==> config.mk <==
export PLATFORM = sky130hd
export DESIGN_NAME = a0_trace_fifo
export DESIGN_NICKNAME = d
export VERILOG_FILES = /design/src/rtl/a0_trace_fifo.sv
export SDC_FILE = /design/constraint.sdc
export NUM_CORES = 1
export LEC_CHECK = 0
export BUFFER_PORTS_ARGS = -buffer_cell sky130_fd_sc_hd__buf_2
export CELL_PAD_IN_SITES_DETAIL_PLACEMENT = 1
export CELL_PAD_IN_SITES_GLOBAL_PLACEMENT = 1
export CORE_UTILIZATION = 25
export DETAILED_ROUTE_END_ITERATION = 8
export GPL_ROUTABILITY_DRIVEN = 0
export PLACE_DENSITY = 0.49
export SLEW_MARGIN = 15
export SYNTH_ARGS = -nofsm -noshare
export SYNTH_HDL_FRONTEND = slang
export SYNTH_SLANG_ARGS = --single-unit
==> constraint.sdc <==
create_clock -name clk -period 6.2 [get_ports clk]
set_clock_uncertainty 0.1 [all_clocks]
set_input_delay 0.31 -clock clk [delete_from_list [all_inputs] [get_ports clk]]
set_output_delay 0.31 -clock clk [all_outputs]
set_load 0.01 [all_outputs]
==> src/rtl/a0_trace_fifo.sv <==
// a0_trace_fifo
//   Watches the CPU A0 register, logs every change as {value, timestamp} into a
//   first-word-fall-through FIFO, and exposes the head entry on a valid/ready
//   drain port. The timestamp is a free-running cycle counter.
//
// Ports
//   clk        in   1               CPU clock, rising edge
//   rst        in   1               asynchronous reset, active-low
//   en         in   1               capture enable
//   a0_i       in   WIDTH           A0 from CPU top
//   out_valid  out  1               head entry available
//   out_ready  in   1               consumer accepts head entry
//   out_data   out  WIDTH           head entry A0 value (0 while empty)
//   out_ts     out  TS_WIDTH        head entry timestamp (0 while empty)
//   count      out  $clog2(DEPTH)+1 occupancy, 0..DEPTH
//   overflow   out  1               sticky: a change was dropped while full
module a0_trace_fifo #(
  parameter int WIDTH    = 32,
  parameter int DEPTH    = 8,
  parameter int TS_WIDTH = 16
) (
  input  logic                       clk,
  input  logic                       rst,
  input  logic                       en,
  input  logic [WIDTH-1:0]           a0_i,
  output logic                       out_valid,
  input  logic                       out_ready,
  output logic [WIDTH-1:0]           out_data,
  output logic [TS_WIDTH-1:0]        out_ts,
  output logic [$clog2(DEPTH):0]     count,
  output logic                       overflow
);

  localparam int AW = $clog2(DEPTH);
  localparam int CW = AW + 1;
  localparam logic [CW-1:0] FULL_CNT = CW'(DEPTH);

  logic [WIDTH-1:0]    data_mem [DEPTH];
  logic [TS_WIDTH-1:0] ts_mem   [DEPTH];

  logic [AW-1:0]       wr_ptr;
  logic [AW-1:0]       rd_ptr;
  logic [CW-1:0]       count_q;
  logic [WIDTH-1:0]    prev_q;
  logic [TS_WIDTH-1:0] ts_q;
  logic                overflow_q;

  logic push;
  logic pop;
  logic full;
  logic wr_ok;

  assign full  = (count_q == FULL_CNT);
  assign push  = en && (a0_i != prev_q);
  assign pop   = out_valid && out_ready;
  // When full, a push only lands if the head is leaving on the same edge.
  assign wr_ok = push && (!full || pop);

  assign out_valid = (count_q != '0);
  assign out_data  = out_valid ? data_mem[rd_ptr] : '0;
  assign out_ts    = out_valid ? ts_mem[rd_ptr]   : '0;
  assign count     = count_q;
  assign overflow  = overflow_q;

  // Storage is deliberately not reset; the outputs are masked while empty.
  always_ff @(posedge clk) begin
    if (wr_ok) begin
      data_mem[wr_ptr] <= a0_i;
      ts_mem[wr_ptr]   <= ts_q;
    end
  end

  always_ff @(posedge clk or negedge rst) begin
    if (!rst) begin
      wr_ptr     <= '0;
      rd_ptr     <= '0;
      count_q    <= '0;
      prev_q     <= '0;
      ts_q       <= '0;
      overflow_q <= 1'b0;
    end else begin
      ts_q <= ts_q + TS_WIDTH'(1);
      if (en) begin
        prev_q <= a0_i;
      end
      if (wr_ok) begin
        wr_ptr <= wr_ptr + AW'(1);
      end
      if (pop) begin
        rd_ptr <= rd_ptr + AW'(1);
      end
      if (wr_ok && !pop) begin
        count_q <= count_q + CW'(1);
      end else if (pop && !wr_ok) begin
        count_q <= count_q - CW'(1);
      end
      if (push && full && !pop) begin
        overflow_q <= 1'b1;
      end
    end
  end

endmodule

==> results of run 1 <==
sequential cells by signal, indices dropped and copies added (netlist names):
name and flops:
data_mem 256, ts_mem 128, prev_q 32, ts_q 16, count 4, rd_ptr 3, wr_ptr 3, overflow 1
worst max-delay path, delay by kind of cell, from the launching register on:
family                 cells  cell delay [ns]
flip-flops                 1             0.70
buffers and inverters      2             0.78
AND/OR/NAND/NOR            1             0.11
multiplexers               2             0.94
synth_stat cells (4+ instances only):
library cell	n	share of area [%]
nand3_1	6	0.17
nand4_1	10	0.36
mux2_2	35	2.3
ha_1	6	0.43
edfxtp_1	384	66
mux2i_1	48	2.8
mux4_2	96	12
xnor2_1	47	2.4
buf_6	5	0.32
dfrtp_1	59	8.5
nor2_1	54	1.2
buf_2	15	0.43
inv_1	5	0.11
clkbuf_1	16	0.35
buf_1	4	0.086
nand2_1	11	0.24
xor2_1	7	0.35
routing by layer:
layer / wire length [µm] / up-vias
met5: 7 / -
met4: 781 / 2
met3: 1494 / 60
met2: 20490 / 135
met1: 19080 / 4449
li1: - / 3641
worst max path at each step:
stage,start,to,slack [ns],cells past startpoint
floorplan,prev_q[28],data_mem[2][0],1.82,7
global placement,a0_i[26],count[3],2.71,14
detailed placement,a0_i[26],count[3],2.75,14
CTS,rd_ptr[0],out_ts[1],2.43,5
global route,rd_ptr[0],out_ts[1],2.33,5
finish,rd_ptr[0],out_ts[3],2.60,5
layout make-up:
cell class	instances	area [µm²]	area share (%)
clock inverters	23	245.2	1.175
inverters	5	18.77	0.08993
well taps	931	1165	5.582
repair buffers	139	918.4	4.401
multi-input cells	345	4159	19.93
clock buffers	67	1344	6.439
flip-flops and latches	443	13020	62.38
metrics by stage:
step	cells	setup slack, ns	util [%]	total power, mW
global route	1953	2.330	30.37	10.06
detailed placement	1829	2.754	27.57	6.830
CTS	1953	2.431	30.37	9.789
floorplan	833	1.818	-	5.717
finish	1953	2.600	30.37	9.533
global placement	1829	2.710	27.57	6.811
cells in the final DEF, fill, tap and decap left out, types with 2 or more instances in the layout:
cell type,count
and3_2,2
and4b_2,3
buf_2,89
buf_4,15
bufinv_16,5
clkbuf_1,13
clkbuf_16,49
clkbuf_8,5
clkinv_1,6
clkinv_2,8
clkinvlp_4,2
dfrtp_1,56
dfrtp_4,3
dlygate4sd3_1,34
edfxtp_1,384
ha_1,6
inv_1,5
inv_6,2
mux2_2,35
mux2i_1,48
mux4_2,96
nand2_1,11
nand3_1,6
nand4_1,10
nor2_1,54
nor3_1,3
nor4_1,3
xnor2_1,47
xor2_1,7
what timing repair did:
action                                  4_1_cts  5_1_grt
endpoints found under the setup margin        0        0
hold endpoints to repair                    329        0
hold buffers                                 34        0
power by group through the flow:
stage                     logic (mW)  registers, mW  clock network (mW)
after floorplan                 1.86           3.86                   0
after global placement          2.77           4.04                   0
after detailed placement        2.78           4.05                   0
after CTS                       2.80           3.99                2.99
after global routing            2.94           4.03                3.09
final                           2.66           3.98                2.89
kinds of logic after synthesis:
logic type | count (synthesis)
flops | 443
mux | 179
simple gates | 101
xor+xnor | 54
buf+inv | 45
fa+ha+maj | 7
compound gates | 4
==> impl_metrics.csv, run 1 <==
group,metric,value,unit
critical_path,reg2reg_from,"prev_q[27]",
power_and_ir_drop,p_int,6.611,mW
floorplanning,start_util,25.27,%
critical_path,cp-start-kind,"flop",
synthesis,synth-simple-area-share,2.861,%
cts,clock-sinks,443,
critical_path,crit_arrival,3.19,ns
floorplanning,die-area,70500,µm²
cts,root_buffer,"clkbuf_16",
cts,path_clk_slew,0.06,ns
global_route,top_usage_layer,"met2",
synthesis,synth_top_flop_cell,"edfxtp_1",
power_and_ir_drop,switching_share,30.65,%
floorplanning,die-width,265.5,µm
power_and_ir_drop,vdd_drop_max,313.6,µV
global_route,track_usage,12.16,%
sta,tns,0,ns
critical_path,required,5.79,ns
floorplanning,coreArea,68710,µm²
cts,clk_latency,0.58,ns
power_and_ir_drop,power_frac_seq,41.7,%
cts,clock_path_buffers,3,
run,cap_violations,0,
synthesis,synth-edff-count,384,
critical_path,endpoint_kind,"output port",
routing,dr.pass1.iters,4,
hold_path,min_to,"overflow",
synthesis,synth_top_family_by_area,"multiplexers",
routing,vias,8287,
sta,period_needed,3.600,ns
critical_path,cpPeakStageDelay,0.70,ns
sta,finalHoldViolCount,0,
synthesis,synthAdderAreaFrac,0.5478,%
routing,viasPerCell,4.243,
routing,dr.first_iter.drc_count,476,
critical_path,path_cells,"buf_12, mux4_2, mux2i_1, nor2_1, buf_2",
hold_path,min_path_type,"input pin to flop",
layout,area_growth,20.22,%
cts,cts_htree_levels,2,
floorplanning,die_h,265.5,µm
sta,slew_violations,0,
synthesis,mappedNetlistArea,17360,µm²
synthesis,synth_compound_area_share,0.1442,%
cts,cts_resized,0,
sta,holdWs,0.2795,ns
synthesis,synthCells,833,
cts,cts_tree,"built",
synthesis,ys_seq_elements,443,
synthesis,syn_avg_cell_area,20.84,µm²
sta,max_freq,277.7,MHz
power_and_ir_drop,pwr-share-comb,27.9,%
sta,setup_viol,0,
sta,rsz0062_at_grt,"false",
critical_path,r2r-end,"count[3]",
layout,fillers,7030,
power_and_ir_drop,share_clk_of_total_power,30.3,%
placement,place_hpwl,23360,µm
power_and_ir_drop,p_switching,2.922,mW
synthesis,seq_area_frac_synth,74.93,%
hold_path,hp-start,"en",
layout,drive_above_1_share,31.41,%
synthesis,yosysUniqueCellTypes,34,
power_and_ir_drop,leakage,7.017,nW
power_and_ir_drop,power_density,456.8,nW/µm²
critical_path,path_class,"flop to output port",
hold_path,hold_path_depth,4,
synthesis,synth_nets,876,
sta,fin_crit_sh,58.07,%
placement,dpl_cell_area,18940,µm²
layout,num_antenna_cells,0,
sta,worst_pin_slew,0.9388,ns
routing,ant_nets,0,
global_route,grt_max_degree,81,
synthesis,async_flop_share,13.32,%
global_route,grt_use_met1,16.27,%
critical_path,crit_fanout,80,
layout,final_cell_area,20870,µm²
placement,portBuffers,89,
synthesis,synthMuxAreaShare,17.49,%
synthesis,synthXorXnorAreaFrac,2.725,%
global_route,grt-ovfl-total,0,
critical_path,r2r_setup_slack,2.89,ns
global_route,grtUsageMet2,20.30,%
routing,drc,0,
cts,numCtsBuffers,49,
floorplanning,io_pins,90,
sta,slew_headroom,37.41,%
run_status,status,"completed",
routing,wl,41850,µm
floorplanning,rows,96,
global_route,grt_pass1_wl,62800,µm
global_route,grt_pass1_vias,9298,
global_route,met3_usage,2.037,%
global_route,antenna_found_initial,1,
synthesis,yosysWarningCount,0,
layout,finalNetCount,1026,
critical_path,slowest_stage,"dfrtp_4",
cts,post-cts-setup-buffers,0,
routing,wire_per_inst,21.43,µm
critical_path,rr_worst_depth,13,
Note: power is estimated with default switching activity, not from simulation.
==> inputs of run 2 (changes only) <==
==> constraint.sdc (replaced) <==
create_clock -name clk -period 3.15 [get_ports clk]
set_clock_uncertainty 0.1 [all_clocks]
set_input_delay 0.1575 -clock clk [delete_from_list [all_inputs] [get_ports clk]]
set_output_delay 0.1575 -clock clk [all_outputs]
set_load 0.01 [all_outputs]
==> run 2 against run 1 <==
Effect of this change: total power grew 95%; largest power group unchanged; flip-flop and latch count is the same; critical endpoint is now count[3]; largest cell class unchanged; setup slack lost 2.5 ns; critical path depth grew 9; global-route usage grew 0.085 points; final cell count grew 1.7%.
==> impl_metrics.csv, run 2 (synthesis gave the netlist of run 1 again) <==
group,metric,value,unit
layout,layout_commonest_cell,"edfxtp_1",
cts,clock_path_buffers,3,
sta,setup_viol,0,
placement,place_hpwl,25480,µm
hold_path,min_path_type,"input pin to flop",
sta,period_needed,3.006,ns
layout,final_cell_mix,"384 x edfxtp_1, 96 x mux4_2, 89 x buf_2, 56 x dfrtp_1, 54 x nor2_1",
routing,vias,8417,
floorplanning,coreArea,68710,µm²
run,cap_violations,0,
critical_path,required,3.49,ns
routing,wl,42850,µm
layout,fillers,7029,
layout,area_growth,22.11,%
power_and_ir_drop,vdd_drop_max,599.7,µV
critical_path,crit_arrival,3.34,ns
cts,root_buffer,"clkbuf_16",
sta,rsz0062_at_grt,"true",
cts,path_clk_slew,0.06,ns
routing,viasPerCell,4.238,
layout,num_antenna_cells,0,
critical_path,endpoint_kind,"flop",
sta,worst_pin_slew,0.7923,ns
cts,clock-sinks,443,
routing,dr.first_iter.drc_count,475,
sta,max_freq,332.7,MHz
critical_path,crit_fanout,3,
global_route,track_usage,12.25,%
power_and_ir_drop,leakage,7.161,nW
layout,drive_above_1_share,32.89,%
power_and_ir_drop,power_density,878.8,nW/µm²
floorplanning,io_pins,90,
layout,finalNetCount,1060,
layout,fin_util,30.85,%
critical_path,path_class,"flop to flop",
layout,largest-register,"data_mem",
floorplanning,rows,96,
global_route,antenna_found_initial,0,
power_and_ir_drop,p_total,18.63,mW
floorplanning,die-width,265.5,µm
run_status,status,"completed",
routing,ant_nets,0,
sta,holdWs,0.1402,ns
global_route,grt_max_degree,54,
global_route,grt_pass1_vias,9423,
sta,slew_violations,0,
layout,largest_register_ffs,256,
sta,slew_headroom,47.18,%
placement,portBuffers,89,
routing,drc,0,
critical_path,cp-start-kind,"flop",
sta,finalHoldViolCount,0,
routing,wire_per_inst,21.57,µm
layout,largest_registers,"data_mem: 256 flops, ts_mem: 128 flops, prev_q: 32 flops",
floorplanning,start_util,25.27,%
cts,numCtsBuffers,48,
cts,clk_latency,0.58,ns
floorplanning,die_h,265.5,µm
global_route,grt_pass1_wl,63600,µm
global_route,grt-ovfl-total,0,
sta,fin_crit_sh,95.41,%
cts,cts_htree_levels,2,
cts,cts_tree,"built",
routing,dr.pass1.iters,6,
floorplanning,die-area,70500,µm²
==> run 2: cell types whose count changed in the layout (fill, tap and decap cells not counted), sizes merged <==
cell,delta
clkinv,+3
inv,-1
dlygate4sd3,+1
buf,+34
clkbuf,+1
bufinv,-5
==> run 2: repair_timing <==
action	in CTS	in global routing
endpoints found under the setup margin	0	6
resized for setup	0	3
endpoints found under the hold margin	350	0
buffers inserted	0	1
hold buffers	35	0
==> run 2: layout make-up <==
class	instances	area, µm²	share of cell area (%)
sequential	443	13020	61.42
tap	931	1165	5.496
inverter	5	18.77	0.08854
multi-input combinational	345	4172	19.68
clock inverter	20	108.9	0.5135
timing repair buffer	174	1388	6.546
clock buffer	68	1326	6.257
==> run 2: path summary, 6_finish.rpt <==
path	startpoint	endpoint	slack, ns	depth (start not counted)
worst max-delay path	prev_q[29]	count[3]	0.14	14
worst min-delay path	en	overflow	0.14	4
worst max register to register	prev_q[29]	count[3]	0.14	14
worst min register to register	prev_q[13]	prev_q[13]	0.43	1
max in group asynchronous	rst	rd_ptr[0]	2.12	3
min in group asynchronous	rst	ts_q[6]	0.24	3
==> run 2: report_power, final <==
group          leakage (nW)  internal, mW  switching, mW
Sequential             4.20          7.27          0.420
Combinational          2.27          2.62           3.13
Clock                 0.692          2.93           2.27
==> run 2: worst max-delay path, cell delays in order (launching register included) <==
cell,delay [ns]
dfrtp_1,0.39
xnor2_1,0.24
nand4_1,0.17
nor4_2,0.30
buf_4,0.17
nand2_1,0.09
and3_4,0.22
ha_1,0.22
inv_1,0.08
ha_1,0.22
a21o_1,0.15
a21oi_1,0.17
xnor2_1,0.14
nor2_1,0.07
xor2_1,0.15
==> run 2: layer usage <==
metal / global-route usage (%) / vias to the layer above / part of all wire [%]
li1: - / 3721 / -
met1: 16.69 / 4496 / 46
met2: 20.11 / 143 / 48
met3: 2.046 / 57 / 3.7
met4: 3.359 / 0 / 2.0
met5: 0 / - / 0
==> run 2: metrics by stage <==
stage / setup TNS (ns) / setup slack [ns] / instances / area, µm²
floorplan: 0 / 0.002538 / 833 / 17370
detailed placement: 0 / 0.03967 / 1862 / 19370
global route: -0.01543 / -0.01543 / 1986 / 21200
finish: 0 / 0.1444 / 1986 / 21200
CTS: 0 / 0.01072 / 1985 / 21160
global placement: 0 / 0.02854 / 1862 / 19370
